<file path="config.mk">
export PLATFORM = sky130hd
export DESIGN_NAME = formic_bctl_trace_out
export DESIGN_NICKNAME = d
export VERILOG_FILES = /design/src/rtl/formic_bctl_trace_out_pkg.sv /design/src/rtl/fifo_align_64x8.sv /design/src/rtl/formic_bctl_trace_out.sv
export SDC_FILE = /design/constraint.sdc
export NUM_CORES = 1
export LEC_CHECK = 0
export CAP_MARGIN = 20
export CORE_MARGIN = 5
export CORE_UTILIZATION = 49
export CTS_CLUSTER_DIAMETER = 40
export CTS_CLUSTER_SIZE = 25
export DETAILED_ROUTE_END_ITERATION = 10
export GPL_ROUTABILITY_DRIVEN = 0
export SYNTH_ARGS = -nofsm -noshare
export SYNTH_HDL_FRONTEND = slang
export SYNTH_SLANG_ARGS = --single-unit
</file>
<file path="constraint.sdc">
create_clock -name clk -period 8.2 [get_ports clk]
set_input_delay 1.64 -clock clk [delete_from_list [all_inputs] [get_ports clk]]
set_output_delay 1.64 -clock clk [all_outputs]
set_load 0.05 [all_outputs]
</file>
<file path="src/rtl/formic_bctl_trace_out_pkg.sv">
// Shared constants and types for the trace-link transmit block.
package formic_bctl_trace_out_pkg;

    // Bytes per trace record; the receiver counts this many valid bytes.
    localparam int PKT_BYTES  = 8;
    localparam int CNT_W      = 3;
    localparam int FIFO_DEPTH = 64;
    localparam int ADDR_W     = 6;
    localparam int WORDS_W    = 7;

    localparam logic [WORDS_W-1:0] REC_WORDS = WORDS_W'(PKT_BYTES);

    // One-hot transmit states.
    typedef enum logic [2:0] {
        ST_IDLE = 3'b001,
        ST_SEND = 3'b010,
        ST_GAP  = 3'b100
    } tx_state_e;

    // True when a word count covers at least 'need' words.
    function automatic logic has_words(input logic [WORDS_W-1:0] words,
                                       input logic [WORDS_W-1:0] need);
        return words >= need;
    endfunction

endpackage

</file>
<file path="src/rtl/fifo_align_64x8.sv">
// 64x8 first-word-fall-through FIFO with free and used word counts.
// The head word is always visible on rd_data; rd_en pops it.
module fifo_align_64x8
    import formic_bctl_trace_out_pkg::*;
(
    input  logic               wr_clk,
    input  logic               rd_clk,
    input  logic               rst,
    input  logic               wr_en,
    input  logic [7:0]         wr_data,
    input  logic               rd_en,
    output logic [7:0]         rd_data,
    output logic [WORDS_W-1:0] o_wr_words,
    output logic [WORDS_W-1:0] o_rd_words
);

    logic [7:0]         mem [0:FIFO_DEPTH-1];
    logic [WORDS_W-1:0] wr_ptr;
    logic [WORDS_W-1:0] rd_ptr;
    logic [WORDS_W-1:0] used;
    logic               wr_ok;
    logic               rd_ok;

    // Pointers carry one extra wrap bit so full and empty are distinct.
    assign used       = wr_ptr - rd_ptr;
    assign o_rd_words = used;
    assign o_wr_words = WORDS_W'(FIFO_DEPTH) - used;
    assign wr_ok      = wr_en && (o_wr_words != '0);
    assign rd_ok      = rd_en && (used != '0);
    assign rd_data    = mem[rd_ptr[ADDR_W-1:0]];

    // Storage write, kept free of reset so it maps onto plain RAM.
    always_ff @(posedge wr_clk) begin
        if (wr_ok) begin
            mem[wr_ptr[ADDR_W-1:0]] <= wr_data;
        end
    end

    // Write pointer advance.
    always_ff @(posedge wr_clk) begin
        if (rst) begin
            wr_ptr <= '0;
        end else if (wr_ok) begin
            wr_ptr <= wr_ptr + 1'b1;
        end
    end

    // Read pointer advance (pop of the head word).
    always_ff @(posedge rd_clk) begin
        if (rst) begin
            rd_ptr <= '0;
        end else if (rd_ok) begin
            rd_ptr <= rd_ptr + 1'b1;
        end
    end

endmodule

</file>
<file path="src/rtl/formic_bctl_trace_out.sv">
// Transmit end of the byte-serial trace link: admits whole 8-byte records
// into a FIFO, drops whole records on overrun, and sends each buffered
// record as an uninterrupted 8-byte burst.
//
// Link handshake: o_valid qualifies o_data for exactly one cycle per byte and
// there is no per-byte ready. i_hold is the only back-pressure and is honoured
// only at burst boundaries, so a started burst always runs to 8 bytes.
module formic_bctl_trace_out
    import formic_bctl_trace_out_pkg::*;
#(
    parameter int unsigned GAP = 1
) (
    input  logic       clk,
    input  logic       rst_n,
    input  logic [7:0] i_data,
    input  logic       i_enq,
    input  logic       i_hold,
    input  logic       i_clr_drop,
    output logic [7:0] o_data,
    output logic       o_valid,
    output logic       o_drop,
    output logic [7:0] o_drop_cnt,
    output logic       o_busy
);

    localparam logic [3:0]       GAP_LAST  = (GAP > 0) ? 4'(GAP - 1) : 4'd0;
    localparam logic [CNT_W-1:0] LAST_BYTE = CNT_W'(PKT_BYTES - 1);

    logic [WORDS_W-1:0] free_words;
    logic [WORDS_W-1:0] used_words;
    logic [7:0]         rd_data;
    logic               wr_en;
    logic               rd_en;
    logic               room;
    logic               rec_start;
    logic               drop_now;
    logic               launch;
    logic               launch_next;
    logic [CNT_W-1:0]   w_cnt;
    logic [CNT_W-1:0]   r_cnt;
    logic               admit;
    logic [3:0]         gap_cnt;
    tx_state_e          state;

    fifo_align_64x8 u_fifo (
        .wr_clk     (clk),
        .rd_clk     (clk),
        .rst        (~rst_n),
        .wr_en      (wr_en),
        .wr_data    (i_data),
        .rd_en      (rd_en),
        .rd_data    (rd_data),
        .o_wr_words (free_words),
        .o_rd_words (used_words)
    );

    // The admit decision is taken at a record's first byte only.
    assign room      = has_words(free_words, REC_WORDS);
    assign rec_start = i_enq && (w_cnt == '0);
    assign drop_now  = rec_start && !room;
    assign wr_en     = i_enq && (rec_start ? room : admit);
    assign rd_en     = (state == ST_SEND);

    // A burst may start only when a whole record is buffered. On the last
    // Send cycle the used count still includes the byte being popped, so a
    // follow-on record needs one more word.
    assign launch      = has_words(used_words, REC_WORDS) && !i_hold;
    assign launch_next = has_words(used_words, REC_WORDS + 7'd1) && !i_hold;

    assign o_busy = (used_words != '0) || (state != ST_IDLE) || o_valid;

    // Record byte counter, latched admit decision and drop pulse.
    always_ff @(posedge clk) begin
        if (!rst_n) begin
            w_cnt  <= '0;
            admit  <= 1'b0;
            o_drop <= 1'b0;
        end else begin
            o_drop <= drop_now;
            if (i_enq) begin
                w_cnt <= w_cnt + 1'b1;
                if (rec_start) begin
                    admit <= room;
                end
            end
        end
    end

    // Saturating count of discarded records; a coincident clear keeps the new drop.
    always_ff @(posedge clk) begin
        if (!rst_n) begin
            o_drop_cnt <= '0;
        end else if (i_clr_drop) begin
            o_drop_cnt <= drop_now ? 8'd1 : 8'd0;
        end else if (drop_now && (o_drop_cnt != 8'hFF)) begin
            o_drop_cnt <= o_drop_cnt + 1'b1;
        end
    end

    // Transmit FSM: Idle waits for a whole record, Send pops 8 bytes, Gap idles.
    always_ff @(posedge clk) begin
        if (!rst_n) begin
            state   <= ST_IDLE;
            r_cnt   <= '0;
            gap_cnt <= '0;
            o_data  <= '0;
            o_valid <= 1'b0;
        end else begin
            case (state)
                ST_IDLE: begin
                    o_valid <= 1'b0;
                    r_cnt   <= '0;
                    if (launch) begin
                        state <= ST_SEND;
                    end
                end
                ST_SEND: begin
                    o_data  <= rd_data;
                    o_valid <= 1'b1;
                    r_cnt   <= r_cnt + 1'b1;
                    if (r_cnt == LAST_BYTE) begin
                        if (GAP == 0) begin
                            state <= launch_next ? ST_SEND : ST_IDLE;
                        end else begin
                            state   <= ST_GAP;
                            gap_cnt <= GAP_LAST;
                        end
                    end
                end
                ST_GAP: begin
                    // The last Gap cycle doubles as the Idle decision point
                    // so the link sees exactly GAP idle cycles.
                    o_valid <= 1'b0;
                    if (gap_cnt == '0) begin
                        state <= launch ? ST_SEND : ST_IDLE;
                    end else begin
                        gap_cnt <= gap_cnt - 1'b1;
                    end
                end
                default: begin
                    state   <= ST_IDLE;
                    o_valid <= 1'b0;
                end
            endcase
        end
    end

endmodule
</file>
Word level (Yosys, flattened, before mapping)
Memory sizes are Yosys's and may differ from the RTL's. A register that Yosys moved wholly into a read port is not among the register bits.
Index checks and enable logic that the tools add are counted.
W data, S select, Z words.
Storage, ports and cells
  register bits: 38
  RAM bits: 512
  input port bits: 13
  word-level logic and storage cells: 68
  memories: 1
Memory list
  u_fifo.mem: depth 64, bits a word 8, rd ports 1, clocked after Yosys merged registers in 1, wr ports 1, line fifo_align_64x8.sv:17  | logic [7:0] mem [0:FIFO_DEPTH-1];
Operators by class
  add/sub/neg operators: 8
  magnitude comparators: 2
  equality and inequality tests: 10
  mux-type cells: 16
  reductions and logical operators: 21
Operator list (number)
  $mux W8: 2
  $add A7 B1 Y7 const B: 2
  $ge A7 B4 Y1 const B: 2
  $reduce_bool A7 Y1: 2
  $mux W3: 3
  $pmux W3 S3: 1
  $add A8 B1 Y8 const B: 1
  $mux W4: 2
  $ne A2 B2 Y1 const B: 4
  $ne A8 B8 Y1 const B: 1
  $pmux W4 S2: 1
  $logic_and A1 B1 Y1: 7
  $sub A7 B7 Y7: 1
  $sub A7 B7 Y7 const A: 1
  $add A3 B1 Y3 const B: 2
  $eq A3 B3 Y1 const B: 2
  $pmux W3 S2: 1
  $reduce_and A3 Y1: 2
  $reduce_bool A2 Y1: 3
  $mux W1: 5
  $logic_not A4 Y1: 1
  $sub A4 B1 Y4 const B: 1
  $eq A3 B1 Y1 const B: 1
  $eq A3 B2 Y1 const B: 1
  5 further kinds: 8

Logic depth before layout (Yosys ltp)
  depth in word-level cells: 8
  depth in mapped cells: 14

Cells and area by module
From an unflattened synthesis, not the netlist that was laid out.
Second synthesis, totals
  cell total of the unflattened synthesis: 1163
  area, all modules: 22544.1 µm²
By module, submodules not included
  fifo_align_64x8: times used 1, cells an instance 989, area each 21015.2 µm², sequential area each 15655.0 µm²
  formic_bctl_trace_out: times used 1, cells an instance 174, area each 1529.0 µm², sequential area each 640.6 µm²

Least setup slack after synthesis
OpenSTA, ideal clock, no wires.
  path kind: register -> output
  start: reg u_fifo.rd_ptr[1]
  end: out o_busy
  data arrival time: 3.090 ns
  path slack: 3.470 ns
  cell stages (with the launch flop): 12
  buffers on the path: 4
  cells stage by stage: dfxtp_1 clkbuf_1 buf_2 buf_2 buf_2 inv_1 ha_1 nand2b_1 a21oi_2 or3_4 a211oi_1 nand3_1
Between the ends
  word-level cells in the longest chain between the ends: 4
Ends and longest elaborated chain
  start, declared: line fifo_align_64x8.sv:19  | logic [WORDS_W-1:0] rd_ptr;
  start signal, assigned: line fifo_align_64x8.sv:53  | rd_ptr <= rd_ptr + 1'b1;
  $sub A7 B7 Y7: line fifo_align_64x8.sv:25  | assign used = wr_ptr - rd_ptr;
  $reduce_bool A7 Y1: line formic_bctl_trace_out.sv:70  | assign o_busy = (used_words != '0) || (state != ST_IDLE) || o_valid;
  $logic_or A1 B1 Y1 (2 in series): line formic_bctl_trace_out.sv:70
  end, declared: line formic_bctl_trace_out.sv:23  | output logic o_busy
No other way between the ends.

Worst setup path in the final report
  start: reg u_fifo.rd_ptr[3]
  end: out o_busy
Same word-level chain as after synthesis.

==> summary.md <==
| Metric | Value |
|---|---|
| Status | `finished clean` |
| Fraction of registers with async set/reset | `0%` |
| Share of cells above drive strength 1 | `~24%` |
| Crit end category | `output port` |
| CP max-delay cell | `clkdlybuf4s50_1` |
| Crit Path Category | `reg2out` |
| Seq cells post-synth | `about 560` |
| Number of remaining DRC errors | `0` |
| Max stage delay on crit path | `about 0.73 ns` |
| Initial DRC count | `between 1000 and 1500` |
| Most frequent cells in the layout | `edfxtp_1 (512), mux4_2 (129), clkbuf_16 (78)` |
| Arr. time, crit path | `between 3 and 4 ns` |
| Max IR drop VDD | `~290 µV` |
| Final Worst Setup Slack | `roughly 2.6 ns` |
| CTS sink cnt | `558` |
| Yosys top cell area share | `around 69%` |
| Worst Max-Slew Pin Slew | `1.20 ns` |
| Placement Setup Slack | `roughly 3 ns` |
| Num rows | `78` |
| Sequential power share | `between 40% and 50%` |
| Final wirelength | `between 50000 and 60000 µm` |
| Fin cells | `roughly 1900` |
| Cells after Synth | `roughly 1200` |
| WL per Instance | `28.0 µm` |
| Max Slew Vio Count | `0` |
| Post-synthesis sequential area ratio | `around three quarters` |
| Global Route Usage Sum | `21.9%` |
| Placed Instances | `approximately 1800` |
| Grt total ovfl | `0` |
| CP max FO | `11` |
| Final setup viols | `0` |
| Clock power frac | `between 50 and 60%` |
| First-pass GRT wire length | `between 80000 and 90000 µm` |
| Clock Latency Late Sink | `roughly 0.62 ns` |
| Port Buffers | `31` |
| Most common cell after layout, fill and taps aside | `edfxtp_1` |
| Syn Nets | `around 1200` |
| CTS H-tree depth | `3` |
| Static leakage | `between 8 and 9 nW` |
| Crit-path cells | `clkinv_1, ha_1, nor2_1, a211oi_1, o32ai_2, nor2_2, nand3_1, clkdlybuf4s50_1` |
| Hold Crit Class | `reg2reg` |
| Vias | `11800` |
| Core area | `approximately 0.045 mm²` |
| RSZ-0062 raised after global routing | `no` |
| # fillers | `3400` |
| Vias in the first global route | `~12000` |
| Clk slew on worst S/H paths | `~0.06 ns` |
| Max-slew headroom | `between 10% and 20%` |
| CTS tree | `done` |
| Distinct cells, synth | `66` |
| Initial antenna violation count | `0` |
| CP Launch Type | `flip-flop` |
| Die X | `223 µm` |
| Final hold violation count | `0` |
| CTS Root Cell | `clkbuf_16` |
| Post-synth EDFFs | `512` |
| Hpwl dp | `between 30000 and 40000 µm` |
| ANT nets after route | `0` |
| Worst Clk Skew | `roughly 0.033 ns` |
| Period utilisation layout | `between 60% and 70%` |
| Hold buffers post-CTS | `0` |
| Sw frac | `between 20% and 30%` |
| Top cells by area, synth | `edfxtp_1 (69%), mux4_2 (13%), dfxtp_1 (4.1%)` |
| Post-layout net count | `~1300` |
| Io pins | `32` |
| YS warnings | `0` |
| Clock buffer count from CTS | `75` |
| Die height | `between 200 and 250 µm` |
| Via density | `between 6 and 7` |
| Leading area contributor after synthesis | `edfxtp_1` |
| Power Density | `about 260 mW/mm²` |
| Syn Area/Cell | `about 19 µm²` |
| Comb pwr share | `under 10%` |
| Diodes inserted | `0` |
| DRT Pass-1 Iters | `4` |
| P_int | `between 5 and 6 mW` |
| Initial Utilization | `around half` |
| Required time of the worst setup path | `6.56 ns` |
| Fmax | `about 0.18 GHz` |
| Die area | `roughly 0.05 mm²` |
| Syn-to-layout area delta | `16.2%` |
| CTS Buffer Depth | `3` |
| Switching Power | `about 1.5 mW` |
| Post-synth top flop | `edfxtp_1` |
| Largest net degree at the start of global routing | `65` |
| Total negative setup slack | `0 ns` |
| Crit path time final | `approximately 5.6 ns` |
| Synthesized area | `0.0223 mm²` |
| Resized cells post-CTS | `0` |
| Max Cap Viol | `0` |
| Postcts setup bufs | `0` |
## synth_stat cells (5+ instances only)
cell and instances:
mux2i_1 12, a21oi_1 21, nand2_1 32, a211oi_1 6, nand3_1 23, buf_2 21
or3_1 8, and2_1 8, a221oi_1 20, mux4_2 129, nor2b_1 5, ha_1 14
nand3b_1 5, nand2b_1 12, nor2_1 64, xnor2_1 11, clkbuf_1 38, a22o_1 24
dfxtp_1 46, edfxtp_1 512, o22ai_1 13, o21ai_0 16, nor3_1 37, and3_1 7
buf_1 6, a22oi_1 14, inv_1 21
## logic make-up after synthesis
kind of cell	count (synthesis)	synth area share [%]
adders and majority gates	15	0.875
AOI/OAI and AO/OA	154	5.37
muxes	142	13.6
and+or+nand+nor	221	4.93
buffers and inverters	89	1.61
DFF	558	73.0
xor gates and xnor gates	15	0.589
## metal layers
layer	track usage (%)	routed length, µm	vias to the layer above
met4	7.39	1800	0
met2	33.6	25300	437
met3	5.46	3650	114
met5	0	0	-
li1	-	-	5107
met1	31.3	23300	6127
## worst max-delay path, delay by kind of cell (launching register included)
kind,cells,cell delay (ns)
DFF,1,0.56
AOI/OAI and AO/OA,2,0.57
buffers and inverters,2,1.07
and+or+nand+nor,3,0.62
adders and majority gates,1,0.52
## worst paths after layout
check                                 startpoint           endpoint  slack [ns]  cells after the start
worst max register to register  u_fifo.rd_ptr[3]  u_fifo.mem[45][6]        3.24                      9
worst min-delay path                   o_data[1]          o_data[1]        0.46                      2
worst min register to register         o_data[1]          o_data[1]        0.46                      2
worst max-delay path            u_fifo.rd_ptr[3]             o_busy        2.62                      8
## power groups by stage
stage,sequential [mW],clock (mW),combinational (mW)
floorplan,3.18,0,0.0840
global placement,3.18,0,0.174
detailed placement,3.18,0,0.178
CTS,3.12,3.40,0.178
global route,3.12,3.54,0.191
finish,3.12,3.35,0.176
## sequential cells by signal (all words and copies together), names as in the netlist, 3 cells and up
| name | cells |
|---|---|
| w_cnt | 3 |
| gap_cnt | 4 |
| o_data | 8 |
| u_fifo.wr_ptr | 7 |
| r_cnt | 3 |
| o_drop_cnt | 8 |
| state | 3 |
| u_fifo.rd_ptr | 7 |
| u_fifo.mem | 512 |
## area by class of cell
cell class / instances / area, µm² / share of cell area [%]
well taps: 600 / 751 / 2.90
clock buffers: 79 / 1960 / 7.54
inverters: 24 / 90.1 / 0.348
flip-flops and latches: 558 / 16300 / 62.9
repair buffers: 63 / 488 / 1.88
multi-input cells: 547 / 5660 / 21.8
clock inverters: 59 / 669 / 2.58
## stage by stage
| step | cell area [µm²] | power, mW | util, % | hold WS, ns |
|---|---|---|---|---|
| CTS | 25800 | 6.70 | 57.2 | 0.459 |
| finish | 25900 | 6.65 | 57.4 | 0.457 |
| global placement | 23200 | 3.36 | 51.4 | 0.447 |
| detailed placement | 23200 | 3.36 | 51.4 | 0.450 |
| floorplan | 22300 | 3.27 | - | 0.454 |
| global route | 25900 | 6.86 | 57.4 | 0.469 |
Power figures use the tool's default switching activity.
